**src/rtl/mem_port_arbiter.sv**
```systemverilog
// Shares the single main-memory port between icache and dcache: one word
// transaction at a time, round-robin on contention, sticky no-answer watchdog.
module mem_port_arbiter #(
    parameter int unsigned TIMEOUT = 255
) (
    input  logic        clk,
    input  logic        clrn,
    input  logic [31:0] i_a,
    input  logic        i_access,
    output logic        i_ready,
    input  logic [31:0] d_a,
    input  logic [31:0] d_st_data,
    input  logic        d_access,
    input  logic        d_write,
    output logic        d_ready,
    output logic [31:0] mem_a,
    output logic [31:0] mem_st_data,
    output logic        mem_access,
    output logic        mem_write,
    input  logic        mem_ready,
    output logic        grant_i,
    output logic        grant_d,
    output logic        timeout_err
);

    // Handshake: a cache holds *_access until its *_ready pulses (one cycle,
    // equal to mem_ready while granted); dropping access early abandons it.
    typedef enum logic [1:0] {
        IDLE    = 2'd0,
        SERVE_I = 2'd1,
        SERVE_D = 2'd2
    } state_e;

    localparam logic LAST_I = 1'b0;
    localparam logic LAST_D = 1'b1;
    localparam logic [7:0] TMO = 8'(TIMEOUT);

    state_e     state_q, state_d;
    logic       last_q, last_d;
    logic [7:0] wdog_q, wdog_d;
    logic       terr_q, terr_d;

    always_ff @(posedge clk or negedge clrn) begin
        if (!clrn) begin
            state_q <= IDLE;
            last_q  <= LAST_I;
            wdog_q  <= 8'd0;
            terr_q  <= 1'b0;
        end else begin
            state_q <= state_d;
            last_q  <= last_d;
            wdog_q  <= wdog_d;
            terr_q  <= terr_d;
        end
    end

    always_comb begin
        state_d = state_q;
        last_d  = last_q;
        wdog_d  = wdog_q;
        case (state_q)
            IDLE: begin
                // Held at zero here so every SERVE entry starts a fresh count.
                wdog_d = 8'd0;
                if (i_access && d_access) begin
                    state_d = (last_q == LAST_I) ? SERVE_D : SERVE_I;
                end else if (i_access) begin
                    state_d = SERVE_I;
                end else if (d_access) begin
                    state_d = SERVE_D;
                end
            end
            SERVE_I, SERVE_D: begin
                if (mem_ready) begin
                    state_d = IDLE;
                    last_d  = (state_q == SERVE_D) ? LAST_D : LAST_I;
                end else begin
                    if (wdog_q != TMO) begin
                        wdog_d = wdog_q + 8'd1;
                    end
                    if ((state_q == SERVE_I && !i_access) ||
                        (state_q == SERVE_D && !d_access)) begin
                        state_d = IDLE;
                    end
                end
            end
            default: state_d = IDLE;
        endcase
        terr_d = terr_q | (wdog_d == TMO);
    end

    always_comb begin
        i_ready     = 1'b0;
        d_ready     = 1'b0;
        mem_a       = 32'd0;
        mem_st_data = 32'd0;
        mem_access  = 1'b0;
        mem_write   = 1'b0;
        grant_i     = 1'b0;
        grant_d     = 1'b0;
        case (state_q)
            SERVE_I: begin
                mem_a      = i_a;
                mem_access = 1'b1;
                grant_i    = 1'b1;
                i_ready    = mem_ready;
            end
            SERVE_D: begin
                mem_a       = d_a;
                mem_st_data = d_st_data;
                mem_write   = d_write;
                mem_access  = 1'b1;
                grant_d     = 1'b1;
                d_ready     = mem_ready;
            end
            default: ;
        endcase
    end

    assign timeout_err = terr_q;

endmodule

```
**config.mk**
```make
export PLATFORM = sky130hd
export DESIGN_NAME = mem_port_arbiter
export DESIGN_NICKNAME = d
export VERILOG_FILES = /design/src/rtl/mem_port_arbiter.sv
export SDC_FILE = /design/constraint.sdc
export NUM_CORES = 1
export LEC_CHECK = 0
export ABC_AREA = 1
export BUFFER_PORTS_ARGS = -buffer_cell sky130_fd_sc_hd__buf_4
export CAP_MARGIN = 20
export CORE_ASPECT_RATIO = 0.9
export CORE_MARGIN = 2
export CORE_UTILIZATION = 32
export CTS_BUF_LIST = sky130_fd_sc_hd__clkbuf_8
export DETAILED_ROUTE_END_ITERATION = 7
export GPL_TIMING_DRIVEN = 1
export PLACE_DENSITY_LB_ADDON = 0.08
export SYNTH_ARGS = -nofsm -noshare
export SYNTH_HDL_FRONTEND = slang
export SYNTH_SLANG_ARGS = --single-unit
```
**constraint.sdc**
```tcl
create_clock -name clk -period 1.56 [get_ports clk]
set_clock_uncertainty 0.05 [all_clocks]
set_input_delay 0.312 -clock clk [delete_from_list [all_inputs] [get_ports clk]]
set_output_delay 0.312 -clock clk [all_outputs]
set_load 0.02 [all_outputs]
```
==> key figures, run 1 <==
Worst setup path
  – Critical path class: register to output port
  – R2R setup slack: -0.31 ns
  – Critical path data required time: 1.20 ns
  – Reg2reg start: state_q[1]
  – CP Launch Type: register
  – Critical-path maximum fanout: 7
  – Critical R2R Capture: timeout_err
  – Reg2Reg Depth: 12
  – Worst Setup End Kind: output port
  – Critical path arrival: 1.57 ns

Drt
  – Vias/cell: 4.84
  – Post-detailed-route wirelength per cell: 15.3 um
  – Iteration-0 DRC Markers: 83
  – Post-DRT Antenna Nets: 0
  – Vias: 2727
  – Drt total wl: 8610 um
  – DRC: 0
  – TritonRoute pass-1 iters: 4

STA
  – Maximum clock rate: 0.518 GHz
  – Setup TNS: -24.02 ns
  – Final setup vio count: 74
  – Worst Hold Slack: 0.389 ns
  – Fin crit share: 1.24
  – Unrepaired setup endpoints after global routing: true
  – Final WS setup: -0.370 ns
  – Worst slew pin tran: 0.239 ns
  – Final min period: 1.93 ns
  – Fin. Hold Viols: 0
  – Slew HR: 0.839
  – Final slew viol count: 0

Yosys
  – Seq cells post-synth: 12
  – Post-synth top cells: 129 x nand2_1, 48 x inv_1, 35 x a21oi_1
  – Post-synth top flop: dfrtp_1
  – Most frequent cell after synthesis: nand2_1
  – Syn nets: 401
  – Synth area leaders: nand2_1 30%, dfrtp_1 19%, inv_1 11%
  – Post-synth EDFFs: 0
  – Synth area leader: nand2_1
  – Synth warnings: 0
  – Async S/R FF share, synth: 1.00
  – Sequential fraction of the synthesis area: 0.188
  – Cells after Synth: 294
  – Synth cell types: 26
  – Syn Area/Cell: 5.43 um^2
  – Area share of the largest cell type after synthesis: 0.303
  – Syn Std Cell Area: 1600 um^2

Global route
  – Pin count of the biggest net entering global routing: 18
  – Total track usage: 0.283
  – First-pass GRT wire length: 12700 um
  – Initial antenna violation count: 0
  – Vias in the first global route: 2708
  – GR Overflow Total: 0

Outcome
  – Outcome: finished with violations
  – Failing checks: negative setup slack

Final layout
  – # diodes: 0
  – Fill count: 263
  – Final Util: 0.855
  – Nets: 606
  – Layout cell share with drive strength beyond 1: 0.681
  – Area Growth Syn to Fin: 159%
  – Post-Layout Cell Count: 563

Die
  – # rows: 24
  – DIE HEIGHT: 71.0 um
  – Die width: 78.5 um
  – Placeable Area: 4830 um^2
  – Starting Density: 0.330
  – Die ar.: 5570 um^2
  – I/O pin count: 173

Flow run
  – Max cap viols: 0

Clocking
  – CTS buffer count: 3
  – Clock-pin slew on the worst setup and hold paths: 0.06 ns
  – Clock sinks: 12
  – CTS tree: built
  – Worst skew pair latency: 0.24 ns
  – Clk buf depth: 2
  – Clk Tree Root Cell: clkbuf_8
  – CTS H-tree depth: 1

Power
  – Leakage: 2.07 nW
  – Maximum VDD drop: 1.42 mV
  – Cell Pwr Density: 2020 nW/um^2
  – PnR Total Power: 8.34 mW

Place
  – PortBufs: 172
  – Detailed Place HPWL: 5770 um
  – Routability cong.: 0.842
  – Inst Count DP: 538

Worst hold path
  – Hold path cells: 3
  – HP Start: mem_ready
  – Hold Crit Class: input port to register
  – Hold EP: last_q
## cell type report
cell class | instances | area, um^2 | share of cell area
clock buffer | 4 | 55.1 | 0.0133
sequential | 12 | 300 | 0.0726
tap | 65 | 81.3 | 0.0197
timing repair inverter | 1 | 8.76 | 0.00212
inverter | 52 | 208 | 0.0502
timing repair buffer | 214 | 1940 | 0.469
multi-input combinational | 215 | 1540 | 0.373
## power by group
group / leakage (nW) / internal (mW) / switching (mW)
clock: 0.0288 / 0.223 / 0.118
sequential: 0.157 / 0.383 / 0.0597
combinational: 1.89 / 3.57 / 3.98
total: 2.07 / 4.18 / 4.16
## worst max-delay path: stages, from the launching register on
cell and delay (ns):
dfrtp_1 0.41, buf_4 0.16, ha_4 0.20, buf_6 0.15, clkbuf_16 0.15, nand2_2 0.06, inv_2 0.04, buf_4 0.15
## cell families (layout without fill, tap and decap cells)
family | after synthesis | in the layout | share of synthesized area
adder cells (fa/ha/maj) | 5 | 5 | 0.0392
buffers and inverters | 68 | 271 | 0.170
AND/OR/NAND/NOR | 164 | 165 | 0.455
flip-flops | 12 | 12 | 0.188
AO/OA/AOI/OAI | 45 | 45 | 0.148
## registers in the layout, summed over array words and instances, names as in the netlist
register	flops
wdog_q	8
timeout_err	1
last_q	1
state_q	2
## worst max path at each step
| stage | startpoint | endpoint | cells past startpoint |
|---|---|---|---|
| 2_1_floorplan | state_q[0] | mem_a[0] | 5 |
| 3_3_place_gp | state_q[0] | timeout_err | 10 |
| 3_5_place_dp | state_q[0] | timeout_err | 11 |
| 4_1_cts | state_q[1] | mem_a[26] | 7 |
| 5_1_grt | state_q[1] | mem_a[26] | 7 |
| 6_report | state_q[1] | mem_st_data[27] | 7 |
## stage by stage
stage	area, um^2	setup slack, ns
6_report	4140	-0.370
5_1_grt	4140	-0.408
4_1_cts	3950	-0.322
3_5_place_dp	3530	-0.240
3_3_place_gp	3530	-0.162
2_1_floorplan	2100	-0.0611
## layer usage
metal  GRT usage  wire, um  vias to the layer above  share of wire
met3      0.0727       733                       39          0.085
met5           0         0                        -              0
met1       0.297      3060                     1236           0.36
li1            -         -                     1299              -
met4       0.123       390                        0          0.045
met2       0.534      4420                      153           0.51
## timing repair
action	CTS	global route
cloned	2	3
hold buffers	1	0
endpoints found under the hold margin	12	0
resized for setup	62	33
buffers inserted	12	3
setup endpoints to repair	74	80
pin swaps	4	7
## cell usage in the layout, fill, tap and decap left out, drive strengths merged
cell type,instances
a21boi,2
a21oi,35
buf,211
clkbuf,6
clkinv,1
dfrtp,12
dlygate4sd3,1
ha,5
inv,52
nand2,133
nand3,11
nand3b,1
nand4,3
nor2,16
nor3b,1
o21ai,7
o31ai,1
(Power assumes the default switching activity.)
==> run 2, diff against run 1 <==
Settings changed: CORE_MARGIN 2 to 5.
==> key figures, run 2 (synthesis results as in run 1) <==
Clocking
  – Clk Tree Root Cell: clkbuf_8 (unchanged)
  – Clock-pin slew on the worst setup and hold paths: 0.05 ns (was 0.06 ns)
  – Worst skew pair latency: 0.24 ns (about the same)
  – CTS buffer count: 3 (unchanged)
  – CTS tree: built (unchanged)
  – Clock sinks: 12 (unchanged)
  – Clk buf depth: 2 (unchanged)
  – CTS H-tree depth: 1 (unchanged)

Global route
  – Vias in the first global route: 2576 (was 2708)
  – Total track usage: 0.249 (was 0.283)
  – Pin count of the biggest net entering global routing: 18 (unchanged)
  – Initial antenna violation count: 0 (unchanged)
  – GR Overflow Total: 0 (unchanged)
  – First-pass GRT wire length: 13200 um (was 12700 um)

Die
  – Die ar.: 6500 um^2 (was 5570 um^2)
  – # rows: 24 (unchanged)
  – Die width: 84.5 um (was 78.5 um)
  – I/O pin count: 173 (unchanged)
  – Placeable Area: 4830 um^2 (unchanged)
  – Starting Density: 0.330 (unchanged)
  – DIE HEIGHT: 77.0 um (was 71.0 um)

Flow run
  – Max cap viols: 0 (unchanged)

Final layout
  – Most flops, register: wdog_q (unchanged)
  – # diodes: 0 (unchanged)
  – Area Growth Syn to Fin: 170% (was 159%)
  – Nets: 607 (was 606)
  – Most frequent cells in the layout: 141 x buf_4, 81 x nand2_1, 61 x buf_6, 41 x inv_2, 40 x nand2_2 (was 157 x buf_4, 102 x nand2_1, 42 x buf_6, 35 x inv_2, 30 x a21oi_4)
  – Max reg flops: 8 (unchanged)
  – Largest regs: wdog_q (8), state_q (2) (unchanged)
  – Design Area, Final: 4310 um^2 (was 4140 um^2)
  – Commonest non-fill, non-tap cell in the layout: buf_4 (unchanged)
  – Post-Layout Cell Count: 563 (unchanged)
  – Fill count: 220 (was 263)
  – Layout cell share with drive strength beyond 1: 0.731 (was 0.681)

Worst setup path
  – Buf+Inv Stages, Crit Path: 3 (was 5)
  – Critical path arrival: 1.64 ns (was 1.57 ns)
  – Slowest Stage Delay on Critical Path: 0.41 ns (about the same)
  – Worst-path cell chain: inv_2, ha_4, clkbuf_16, nand2_1, a21oi_4, buf_6 (was buf_4, ha_4, buf_6, clkbuf_16, nand2_2, inv_2, buf_4)
  – Critical path class: register to output port (unchanged)
  – CP Launch Type: register (unchanged)
  – CP max stage cell: dfrtp_1 (unchanged)
  – Worst Setup End Kind: output port (unchanged)
  – CP top delay family: buffers and inverters (unchanged)
  – Critical-path maximum fanout: 8 (was 7)
  – Critical path data required time: 1.20 ns (about the same)

Worst hold path
  – Hold Crit Class: input port to asynchronous set/reset pin (was input port to register)

STA
  – Setup TNS: -25.96 ns (was -24.02 ns)
  – Slew HR: 0.767 (was 0.839)
  – Fin crit share: 1.29 (was 1.24)
  – Final min period: 2.01 ns (was 1.93 ns)
  – Final slew viol count: 0 (unchanged)
  – Worst Hold Slack: 0.393 ns (was 0.389 ns)
  – Final setup vio count: 80 (was 74)
  – Fin. Hold Viols: 0 (unchanged)
  – Unrepaired setup endpoints after global routing: true (unchanged)
  – Maximum clock rate: 0.499 GHz (was 0.518 GHz)
  – Worst slew pin tran: 0.346 ns (was 0.239 ns)
  – Final WS setup: -0.446 ns (was -0.370 ns)

Outcome
  – Outcome: finished with violations (unchanged)
  – Failing checks: negative setup slack (unchanged)

Place
  – Routability cong.: 0.879 (was 0.842)
  – Dpl cell area: 3530 um^2 (about the same)
  – PortBufs: 172 (unchanged)
  – Inst Count DP: 536 (was 538)
  – Detailed Place HPWL: 6270 um (was 5770 um)

Drt
  – Vias: 2862 (was 2727)
  – Post-DRT Antenna Nets: 0 (unchanged)
  – DRC: 0 (unchanged)
  – Drt total wl: 11200 um (was 8610 um)
  – TritonRoute pass-1 iters: 4 (unchanged)
  – Iteration-0 DRC Markers: 149 (was 83)
  – Vias/cell: 5.08 (was 4.84)
  – Post-detailed-route wirelength per cell: 19.8 um (was 15.3 um)

Power
  – Cell Pwr Density: 2050 nW/um^2 (was 2020 nW/um^2)
  – Maximum VDD drop: 1.79 mV (was 1.42 mV)
  – Leakage: 2.16 nW (was 2.07 nW)
## run 2: where the power goes
group          switching (mW)  leakage [nW]  total [mW]  internal (mW)
sequential             0.0592         0.157       0.442          0.383
clock                   0.119        0.0216       0.290          0.171
combinational            4.33          1.98        8.12           3.78
## run 2: repair_timing
item | 4_1_cts | 5_1_grt
gates resized for setup | 41 | 97
hold endpoints to repair | 12 | 0
cloned | 1 | 5
endpoints found under the setup margin | 73 | 80
pin swaps | 1 | 9
hold buffers | 1 | 0
setup buffers | 8 | 10
## run 2: per-stage QoR
stage,worst slack (ns),util,power [mW]
after CTS,-0.337,0.789,7.31
after global routing,-0.482,0.892,9.24
after floorplan,-0.0611,-,4.31
after detailed placement,-0.224,0.729,6.32
after global placement,-0.161,0.729,6.25
final,-0.446,0.892,8.85
## run 2: path summary, 6_finish.rpt
check / startpoint / depth (start not counted) / endpoint / slack, ns
max: state_q[1] / 6 / mem_a[12] / -0.45
min: clrn / 2 / state_q[1] / 0.39
max reg2reg: state_q[1] / 11 / timeout_err / -0.32
min reg2reg: timeout_err / 2 / timeout_err / 0.42
max in group asynchronous: clrn / 2 / wdog_q[7] / 0.91
min in group clk: timeout_err / 2 / timeout_err / 0.42
## run 2: metal layers
metal,track usage,wire length (um),up-vias,part of all wire
met3,0.0450,930,51,0.083
met4,0.0918,618,0,0.055
li1,-,-,1302,-
met2,0.444,5940,196,0.53
met5,0,0,-,0
met1,0.295,3660,1313,0.33
## run 2: layout make-up
type	count	area, um^2	area share
tap	65	81.3	0.0189
inverter	52	205	0.0476
multi-input combinational	214	1610	0.373
timing repair buffer	217	2080	0.482
clock buffer	3	41.3	0.00958
sequential	12	300	0.0697
## run 2: worst register-to-register path: cells and delay by family, from the launching register on
kind,cells,cell delay [ns]
buffers and inverters,2,0.17
AOI/OAI and AO/OA,1,0.23
DFF,1,0.40
and+or+nand+nor,7,0.65
adders and majority gates,1,0.31
